File: src/rtl/mips_controller.sv
// ============================================================================
//  Module      : mips_controller
//  Description : Registered control unit for a single-cycle MIPS datapath.
//                Decodes opcode/funct into datapath controls and the 3-bit
//                ALU operation, and forms the branch-taken select from the
//                ALU zero flag. All outputs update on the rising clock edge.
//  Revision    : 1.0 - initial release
// ============================================================================
`default_nettype none

module mips_controller (
  input  logic       clk,
  input  logic       rst_n,
  input  logic [5:0] op,
  input  logic [5:0] funct,
  input  logic       zero,
  output logic       memtoreg,
  output logic       memwrite,
  output logic       pcsrc,
  output logic       alusrc,
  output logic       regdst,
  output logic       regwrite,
  output logic       jump,
  output logic [2:0] alucontrol,
  output logic       illegal
);

  // Opcodes
  localparam logic [5:0] C_OP_RTYPE = 6'b000000;
  localparam logic [5:0] C_OP_LW    = 6'b100011;
  localparam logic [5:0] C_OP_SW    = 6'b101011;
  localparam logic [5:0] C_OP_BEQ   = 6'b000100;
  localparam logic [5:0] C_OP_ADDI  = 6'b001000;
  localparam logic [5:0] C_OP_J     = 6'b000010;

  // R-type function codes
  localparam logic [5:0] C_FN_ADD = 6'b100000;
  localparam logic [5:0] C_FN_SUB = 6'b100010;
  localparam logic [5:0] C_FN_AND = 6'b100100;
  localparam logic [5:0] C_FN_OR  = 6'b100101;
  localparam logic [5:0] C_FN_SLT = 6'b101010;

  // ALU operation encodings
  localparam logic [2:0] C_ALU_AND = 3'b000;
  localparam logic [2:0] C_ALU_OR  = 3'b001;
  localparam logic [2:0] C_ALU_ADD = 3'b010;
  localparam logic [2:0] C_ALU_SUB = 3'b110;
  localparam logic [2:0] C_ALU_SLT = 3'b111;

  logic       memtoreg_d, memtoreg_q;
  logic       memwrite_d, memwrite_q;
  logic       pcsrc_d,    pcsrc_q;
  logic       alusrc_d,   alusrc_q;
  logic       regdst_d,   regdst_q;
  logic       regwrite_d, regwrite_q;
  logic       jump_d,     jump_q;
  logic [2:0] alucontrol_d, alucontrol_q;
  logic       illegal_d,  illegal_q;

  logic       w_branch;
  logic [1:0] w_aluop;

  // Main decoder, ALU decoder and branch select; unused fields default to 0
  always_comb begin
    memtoreg_d   = 1'b0;
    memwrite_d   = 1'b0;
    alusrc_d     = 1'b0;
    regdst_d     = 1'b0;
    regwrite_d   = 1'b0;
    jump_d       = 1'b0;
    illegal_d    = 1'b0;
    w_branch     = 1'b0;
    w_aluop      = 2'b00;
    alucontrol_d = C_ALU_ADD;

    case (op)
      C_OP_RTYPE: begin
        regwrite_d = 1'b1;
        regdst_d   = 1'b1;
        w_aluop    = 2'b10;
      end
      C_OP_LW: begin
        regwrite_d = 1'b1;
        alusrc_d   = 1'b1;
        memtoreg_d = 1'b1;
      end
      C_OP_SW: begin
        alusrc_d   = 1'b1;
        memwrite_d = 1'b1;
      end
      C_OP_BEQ: begin
        w_branch = 1'b1;
        w_aluop  = 2'b01;
      end
      C_OP_ADDI: begin
        regwrite_d = 1'b1;
        alusrc_d   = 1'b1;
      end
      C_OP_J: begin
        jump_d = 1'b1;
      end
      default: begin
        illegal_d = 1'b1;
      end
    endcase

    case (w_aluop)
      2'b00: alucontrol_d = C_ALU_ADD;
      2'b01: alucontrol_d = C_ALU_SUB;
      2'b10: begin
        case (funct)
          C_FN_ADD: alucontrol_d = C_ALU_ADD;
          C_FN_SUB: alucontrol_d = C_ALU_SUB;
          C_FN_AND: alucontrol_d = C_ALU_AND;
          C_FN_OR:  alucontrol_d = C_ALU_OR;
          C_FN_SLT: alucontrol_d = C_ALU_SLT;
          default: begin
            // Unknown R-type function: block the register write
            alucontrol_d = C_ALU_AND;
            regwrite_d   = 1'b0;
            illegal_d    = 1'b1;
          end
        endcase
      end
      default: alucontrol_d = C_ALU_AND;
    endcase

    pcsrc_d = w_branch & zero;
  end

  // Output registers with synchronous active-low reset
  always_ff @(posedge clk) begin
    if (!rst_n) begin
      memtoreg_q   <= 1'b0;
      memwrite_q   <= 1'b0;
      pcsrc_q      <= 1'b0;
      alusrc_q     <= 1'b0;
      regdst_q     <= 1'b0;
      regwrite_q   <= 1'b0;
      jump_q       <= 1'b0;
      alucontrol_q <= 3'b000;
      illegal_q    <= 1'b0;
    end else begin
      memtoreg_q   <= memtoreg_d;
      memwrite_q   <= memwrite_d;
      pcsrc_q      <= pcsrc_d;
      alusrc_q     <= alusrc_d;
      regdst_q     <= regdst_d;
      regwrite_q   <= regwrite_d;
      jump_q       <= jump_d;
      alucontrol_q <= alucontrol_d;
      illegal_q    <= illegal_d;
    end
  end

  assign memtoreg   = memtoreg_q;
  assign memwrite   = memwrite_q;
  assign pcsrc      = pcsrc_q;
  assign alusrc     = alusrc_q;
  assign regdst     = regdst_q;
  assign regwrite   = regwrite_q;
  assign jump       = jump_q;
  assign alucontrol = alucontrol_q;
  assign illegal    = illegal_q;

endmodule

`default_nettype wire

File: config.mk
export PLATFORM = sky130hd
export DESIGN_NAME = mips_controller
export DESIGN_NICKNAME = d
export VERILOG_FILES = /design/src/rtl/mips_controller.sv
export SDC_FILE = /design/constraint.sdc
export NUM_CORES = 1
export LEC_CHECK = 0
export ABC_CLOCK_PERIOD_IN_PS = 1000
export CAP_MARGIN = 0
export CORE_ASPECT_RATIO = 0.75
export CORE_MARGIN = 10
export CORE_UTILIZATION = 25
export DETAILED_ROUTE_END_ITERATION = 10
export PLACE_DENSITY_LB_ADDON = 0.25
export SYNTH_ARGS = -nofsm -noshare
export SYNTH_HDL_FRONTEND = slang
export SYNTH_SLANG_ARGS = --single-unit
File: constraint.sdc
create_clock -name clk -period 1 [get_ports clk]
set_input_delay 0.15 -clock clk [delete_from_list [all_inputs] [get_ports clk]]
set_output_delay 0.15 -clock clk [all_outputs]
set_load 0.05 [all_outputs]
; ---- Word level (Yosys, flattened, before mapping)
; Cells that the tools add are included.
[classes]
n_eq_ne = 12
muxes = 15
bitwise_logic = 1
n_reduce_logical = 6
[ops]
columns = op, n
row1 = 6-bit equality test (second input constant), 7
row2 = 1-bit 2-to-1 mux, 12
row3 = 3-bit case mux with 4 select lines, 1
row4 = 3-bit case mux with 3 select lines, 1
row5 = 6-bit by 2-bit equality test with 1-bit output (second input constant), 1
row6 = 6-bit by 3-bit equality test with 1-bit output (second input constant), 1
row7 = 6-bit by 4-bit equality test with 1-bit output (second input constant), 1
row8 = 6-bit zero test, 1
row9 = 3-bit OR reduction, 2
row10 = 6-bit OR reduction, 1
row11 = 5-bit OR reduction, 1
row12 = 2-bit case mux with 2 select lines, 1
row13 = 2-bit by 1-bit equality test with 1-bit output (second input constant), 1
row14 = 2-bit equality test (second input constant), 1
row15 = 2-bit zero test, 1
row16 = 1-bit bitwise AND, 1
[word_totals]
register_bits = 11
out_inout_bits = 11
word_cells = 43

; ---- Depth between registers and ports, before layout
; Gate-level depths: netlist of run 1.
[depth]
depth_word = 5
mapped_depth = 4
ltp_nobuf = 3

; ---- Least setup slack after synthesis of run 1
; OpenSTA, ideal clock, no wires.
[synth_timing]
path_kind = input to register
start = input op[3]
end = register illegal_q (netlist: illegal)
t_arrival_ns = 0.844
setup_slack_ns = 0.037
stages = 3
path_buffers = 0
cell_sequence = a2111oi_1 > a211oi_1 > o31a_1
[synth_between]
elab_chain_cells = 5
[synth_rtl]
columns = item, line
row1 = start: declaration, 14  ; input logic [5:0] op,
row2 = 6-bit by 3-bit equality test with 1-bit output (tied with other cells), 76  ; case (op)
row3 = 6-bit OR reduction (no source line), --
row4 = 1-bit 2-to-1 mux, 76
row5 = 1-bit 2-to-1 mux, 111  ; case (funct)
row6 = 1-bit 2-to-1 mux (*), 107  ; case (w_aluop)
row7 = end signal: assignment, 152  ; illegal_q <= illegal_d;
row8 = end: declaration, 58  ; logic illegal_d, illegal_q;
; Every way passes the cells marked *; elsewhere a longest branch is shown, timed or not.
; A chain may end at the register's enable or synchronous reset.

; ---- Worst setup path in the final report of run 1
; Ends and elaborated chain as after synthesis.

==> results of run 1 <==
## power breakdown
group | total (W) | leakage (nW) | internal, W | switching, W
Sequential | 0.000453 | 0.0895 | 0.000446 | 0.00000694
Clock | 0.000302 | 0.0177 | 0.000148 | 0.000153
Combinational | 0.000247 | 0.319 | 0.000127 | 0.000121
Total | 0.00100 | 0.426 | 0.000721 | 0.000281
## worst max-delay path: stages
cell,delay [ns]
dlygate4sd2_1,0.28
buf_6,0.16
or2_0,0.21
a311oi_2,0.24
o31a_1,0.14
## synth_stat cells
library cell	instances
and3_1	2
and3_2	1
nor3b_1	1
nor3_1	2
a311oi_2	1
o32ai_1	1
or3_4	1
dfxtp_1	11
and4b_2	1
nand2_1	4
a211oi_1	1
nor2b_1	1
a2111oi_1	1
a21oi_1	1
or2_1	1
buf_2	1
a31oi_1	3
nand2b_1	3
nor4bb_1	1
or2_0	1
o31a_1	2
mux2i_1	1
nor2_1	6
nor4_1	3
## area by class of cell
cell class | count | area share, %
repair buffers | 35 | 40.2
multi-input cells | 39 | 33.3
flip-flops and latches | 11 | 21.2
well taps | 22 | 2.64
clock buffers | 3 | 2.16
clock inverters | 1 | 0.480
## per-layer routing
metal	vias to the layer above	track usage, %	wire, um
met3	4	3.23	91
met2	19	11.9	693
li1	272	-	-
met1	241	7.08	675
met4	0	7.44	55
met5	-	0	0
## sequential cells by signal (all words and copies together) (netlist names)
signal      count
jump            1
regwrite        1
alusrc          1
illegal         1
regdst          1
memwrite        1
alucontrol      3
pcsrc           1
memtoreg        1
## stage by stage
stage / power (W) / util (%) / TNS [ns] / hold WS [ns] / worst slack (ns)
after floorplan: 0.000540 / - / 0 / 0.268 / 0.0368
after global placement: 0.000682 / 53.0 / -4.03 / 0.598 / -0.499
after detailed placement: 0.000685 / 53.0 / -4.46 / 0.598 / -0.562
after CTS: 0.000996 / 57.0 / -0.00343 / 0.338 / -0.00343
after global routing: 0.00107 / 58.9 / 0 / 0.186 / 0.0167
final: 0.00100 / 58.9 / 0 / 0.187 / 0.0302
## what timing repair did
item                                    CTS  global route
resized for setup                        23            17
pin swaps                                 5             5
endpoints found under the setup margin    8             5
## how the worst max path moves through the flow
stage	cells after the start	slack, ns	to
2_1_floorplan	3	0.04	illegal$_SDFF_PN0_
3_3_place_gp	4	-0.50	alucontrol[1]$_SDFF_PN0_
3_5_place_dp	4	-0.56	alucontrol[1]$_SDFF_PN0_
4_1_cts	4	-0.003	illegal$_SDFF_PN0_
5_1_grt	5	0.02	illegal$_SDFF_PN0_
6_report	5	0.03	illegal$_SDFF_PN0_
## logic make-up (layout without fill, tap and decap cells)
logic type             Yosys count  in the layout  share of synthesized area [%]
AOI/OAI and AO/OA               10             10                           17.1
buffers and inverters            1             39                           1.04
DFF                             11             11                           45.7
muxes                            1              1                           2.08
and+or+nand+nor                 28             28                           34.0
==> flow_metrics.py, run 1 <==
metrics = {
    "sta": {
        "slew_headroom_pct": 81.1,
        "drv_slew": 0,
        "timing_worst_slew_pin_value_ns": 0.278,
        "period_needed_ns": 0.970,
        "fin_crit_sh_pct": 97.0,
        "finalSetupViolCount": 0,
        "max_freq_mhz": 1030,
        "finalHoldViolCount": 0,
        "rsz0062_at_grt": "false",
    },
    "run": {
        "cap_violations": 0,
    },
    "floorplan": {
        "die_h_um": 58.0,
        "coreArea_um2": 1770,
        "die_w_um": 70.7,
        "start_util_pct": 27.2,
        "dieArea_um2": 4100,
        "num_rows": 13,
        "ios": 26,
    },
    "global_routing": {
        "grt_pass1_vias": 489,
        "track_usage_pct": 7.47,
        "grt_remaining_overflow": 0,
        "antenna_found_initial": 0,
        "grt_first_pass_wirelength_um": 2330,
        "grt_max_degree": 11,
    },
    "setup_path": {
        "critPathLaunchType": "input port",
        "startpoint": "op[3]",
        "critPathCaptureType": "register",
        "cp_max_fo": 10,
        "worstSetupPathType": "in -> reg",
        "arrival_ns": 1.18,
        "cp.required_ns": 1.21,
    },
    "logic_synthesis": {
        "ys_ff_latch": 11,
        "synth_area_per_cell_um2": 9.45,
        "syn_area_um2": 482,
        "yosysUniqueCellTypes": 24,
        "synth_top_area_cell": "dfxtp_1",
        "ys_warn_count": 0,
        "synth_seq_area_share_pct": 45.7,
        "synthTopCellsByArea": "dfxtp_1 (46%), nor2_1 (4.7%), a31oi_1 (3.9%)",
        "syn_inst": 51,
        "synth_top_area_share_pct": 45.7,
        "syn_nets": 66,
    },
    "pwr": {
        "p_leak_nw": 0.426,
        "p_per_area_nw_per_um2": 960,
        "peakVddDrop_mv": 0.582,
    },
    "clock_tree": {
        "clkSinkCount": 11,
        "cts-root-buf": "clkbuf_4",
        "cts.path.max_buffers": 2,
        "cts_max_level": 1,
        "path_clk_slew_ns": 0.07,
        "tritoncts": "built",
        "cts_setup_buffers": 0,
        "holdBufCountCts": 0,
        "cts_buffers": 3,
    },
    "drt": {
        "via_per_inst": 4.83,
        "first_pass_iters": 4,
        "drt-total-wl_um": 1520,
        "vias": 536,
        "drc": 0,
        "dr.first_iter.drc_count": 6,
        "ant_nets": 0,
        "wl_per_cell_um": 13.6,
    },
    "finish": {
        "final_cell_mix": "buf_12 (11), dfxtp_1 (10), buf_4 (8), dlygate4sd2_1 (7), nor2_1 (5)",
        "final_common_cell": "buf_12",
        "antenna_cells": 0,
        "final_layout_size_suffix_gt1_share_pct": 51.7,
        "area_growth_pct": 117,
        "seqCellArea_um2": 221,
        "nNetsFinal": 105,
        "fin_area_um2": 1040,
        "fill_cells": 153,
        "final_cells": 111,
        "multiInputGateArea_um2": 348,
    },
    "worst_hold_path": {
        "hold_start": "op[1]",
        "min_to": "jump$_SDFF_PN0_",
        "hold_class": "in -> reg",
        "hold-path-cell-count": 3,
    },
    "placement": {
        "gp_congestion": 0.798,
        "dp_cells": 107,
        "dpl.hpwl_um": 1190,
        "port_buffers": 25,
        "place_area_um2": 940,
    },
    "status": {
        "status": "finished clean",
    },
}
No activity file was read; power rests on OpenSTA's default activity.
==> inputs of run 2 (changes only) <==
Settings changed: CORE_ASPECT_RATIO 0.75 to not set, CORE_UTILIZATION 25 to 36.
==> flow_metrics.py, run 2 (synthesis results as in run 1) <==
metrics = {
    "finish": {
        "post-route-util_pct": 79.5,
        "area_growth_pct": 112,
        "largest_register_ffs": 3,
        "nNetsFinal": 107,
        "final_layout_size_suffix_gt1_share_pct": 49.5,
        "fin_area_um2": 1020,
        "antenna_cells": 0,
        "final_cell_mix": "dfxtp_1 (11), buf_12 (11), buf_4 (11), nor2_1 (6), dlygate4sd2_1 (6)",
    },
    "floorplan": {
        "ios": 26,
        "start_util_pct": 37.5,
        "coreArea_um2": 1280,
        "dieArea_um2": 3200,
        "die_h_um": 56.6,
        "num_rows": 13,
        "die_w_um": 56.6,
    },
    "clock_tree": {
        "cts_buffers": 3,
        "holdBufCountCts": 0,
        "cts.path.max_buffers": 2,
        "clkSinkCount": 11,
        "cts_setup_buffers": 0,
        "cts_max_level": 1,
        "cts-root-buf": "clkbuf_4",
        "path_clk_slew_ns": 0.08,
        "tritoncts": "built",
    },
    "global_routing": {
        "grt_pass1_vias": 594,
        "grt_max_degree": 11,
        "grt_util_met2_pct": 19.4,
        "busiest_layer": "met2",
        "antenna_found_initial": 0,
        "grt_first_pass_wirelength_um": 2730,
        "track_usage_pct": 10.6,
        "grt_remaining_overflow": 0,
        "met3_usage_pct": 3.82,
        "grt_use_met1_pct": 8.97,
    },
    "pwr": {
        "p_leak_nw": 0.434,
        "p_per_area_nw_per_um2": 993,
        "power_w": 0.00101,
        "peakVddDrop_mv": 0.560,
    },
    "drt": {
        "via_per_inst": 5.30,
        "drt-total-wl_um": 1750,
        "vias": 562,
        "first_pass_iters": 4,
        "drc": 0,
        "ant_nets": 0,
        "dr.first_iter.drc_count": 4,
        "wl_per_cell_um": 16.5,
    },
    "sta": {
        "slew_headroom_pct": 84.3,
        "finalHoldViolCount": 0,
        "drv_slew": 0,
        "fin_crit_sh_pct": 95.8,
        "timing_worst_slew_pin_value_ns": 0.229,
        "period_needed_ns": 0.958,
        "rsz0062_at_grt": "false",
        "finalSetupViolCount": 0,
        "max_freq_mhz": 1040,
        "setup_slack_ns": 0.0422,
    },
    "setup_path": {
        "worstSetupPathType": "reg -> out",
        "path_depth": 1,
        "max_stage_delay_ns": 0.38,
        "crit_family": "flip-flops",
        "crit_slowest_cell": "dfxtp_1",
        "arrival_ns": 0.81,
        "critPathCaptureType": "primary output",
        "cp.required_ns": 0.85,
        "cp_max_fo": 1,
        "critPathLaunchType": "register",
        "crit_chain": "buf_12",
        "critical_path_buf_inv_count": 1,
    },
    "placement": {
        "port_buffers": 25,
        "pre_cts_ws_ns": -0.555,
        "dpl.hpwl_um": 1260,
        "place_area_um2": 946,
        "gp_congestion": 0.841,
    },
    "status": {
        "status": "finished clean",
    },
    "run": {
        "cap_violations": 0,
    },
    "worst_hold_path": {
        "hold_class": "in -> reg",
        "hold-path-cell-count": 3,
    },
}
[run 2: repair_timing]
| item | CTS | global route |
|---|---|---|
| pin swaps | 2 | 2 |
| gates resized for setup | 21 | 14 |
| endpoints found under the setup margin | 9 | 3 |
| endpoints found under the hold margin | 0 | 0 |
[run 2: metal layers]
metal,wire (um),part of all wire (%)
met1,644,37
met5,0,0
met4,57,3.3
met3,102,5.8
met2,945,54
[run 2: per-stage QoR]
step | instances | hold slack (ns) | setup TNS (ns)
floorplan | 51 | 0.268 | 0
global placement | 102 | 0.597 | -3.85
detailed placement | 102 | 0.598 | -4.23
CTS | 106 | 0.320 | 0
global route | 106 | 0.175 | 0
finish | 106 | 0.173 | 0
[run 2: report_power, final]
| part | total [W] | switching (W) | leakage, nW | internal, W |
|---|---|---|---|---|
| Combinational | 0.000249 | 0.000122 | 0.327 | 0.000127 |
| Sequential | 0.000452 | 0.00000636 | 0.0894 | 0.000445 |
| Clock | 0.000313 | 0.000165 | 0.0177 | 0.000149 |
[run 2: final cells by class]
type / instances / area [um^2]
Clock inverter: 1 / 5.00
Tap cell: 15 / 18.8
Fill cell: 82 / 264
Timing Repair Buffer: 37 / 424
Clock buffer: 3 / 22.5
Sequential cell: 11 / 220
Multi-Input combinational cell: 39 / 330
[run 2: path summary, 6_finish.rpt]
path	startpoint	endpoint	slack, ns
worst max-delay path	illegal$_SDFF_PN0_	illegal	0.04
worst min-delay path	funct[5]	alucontrol[0]$_SDFF_PN0_	0.17
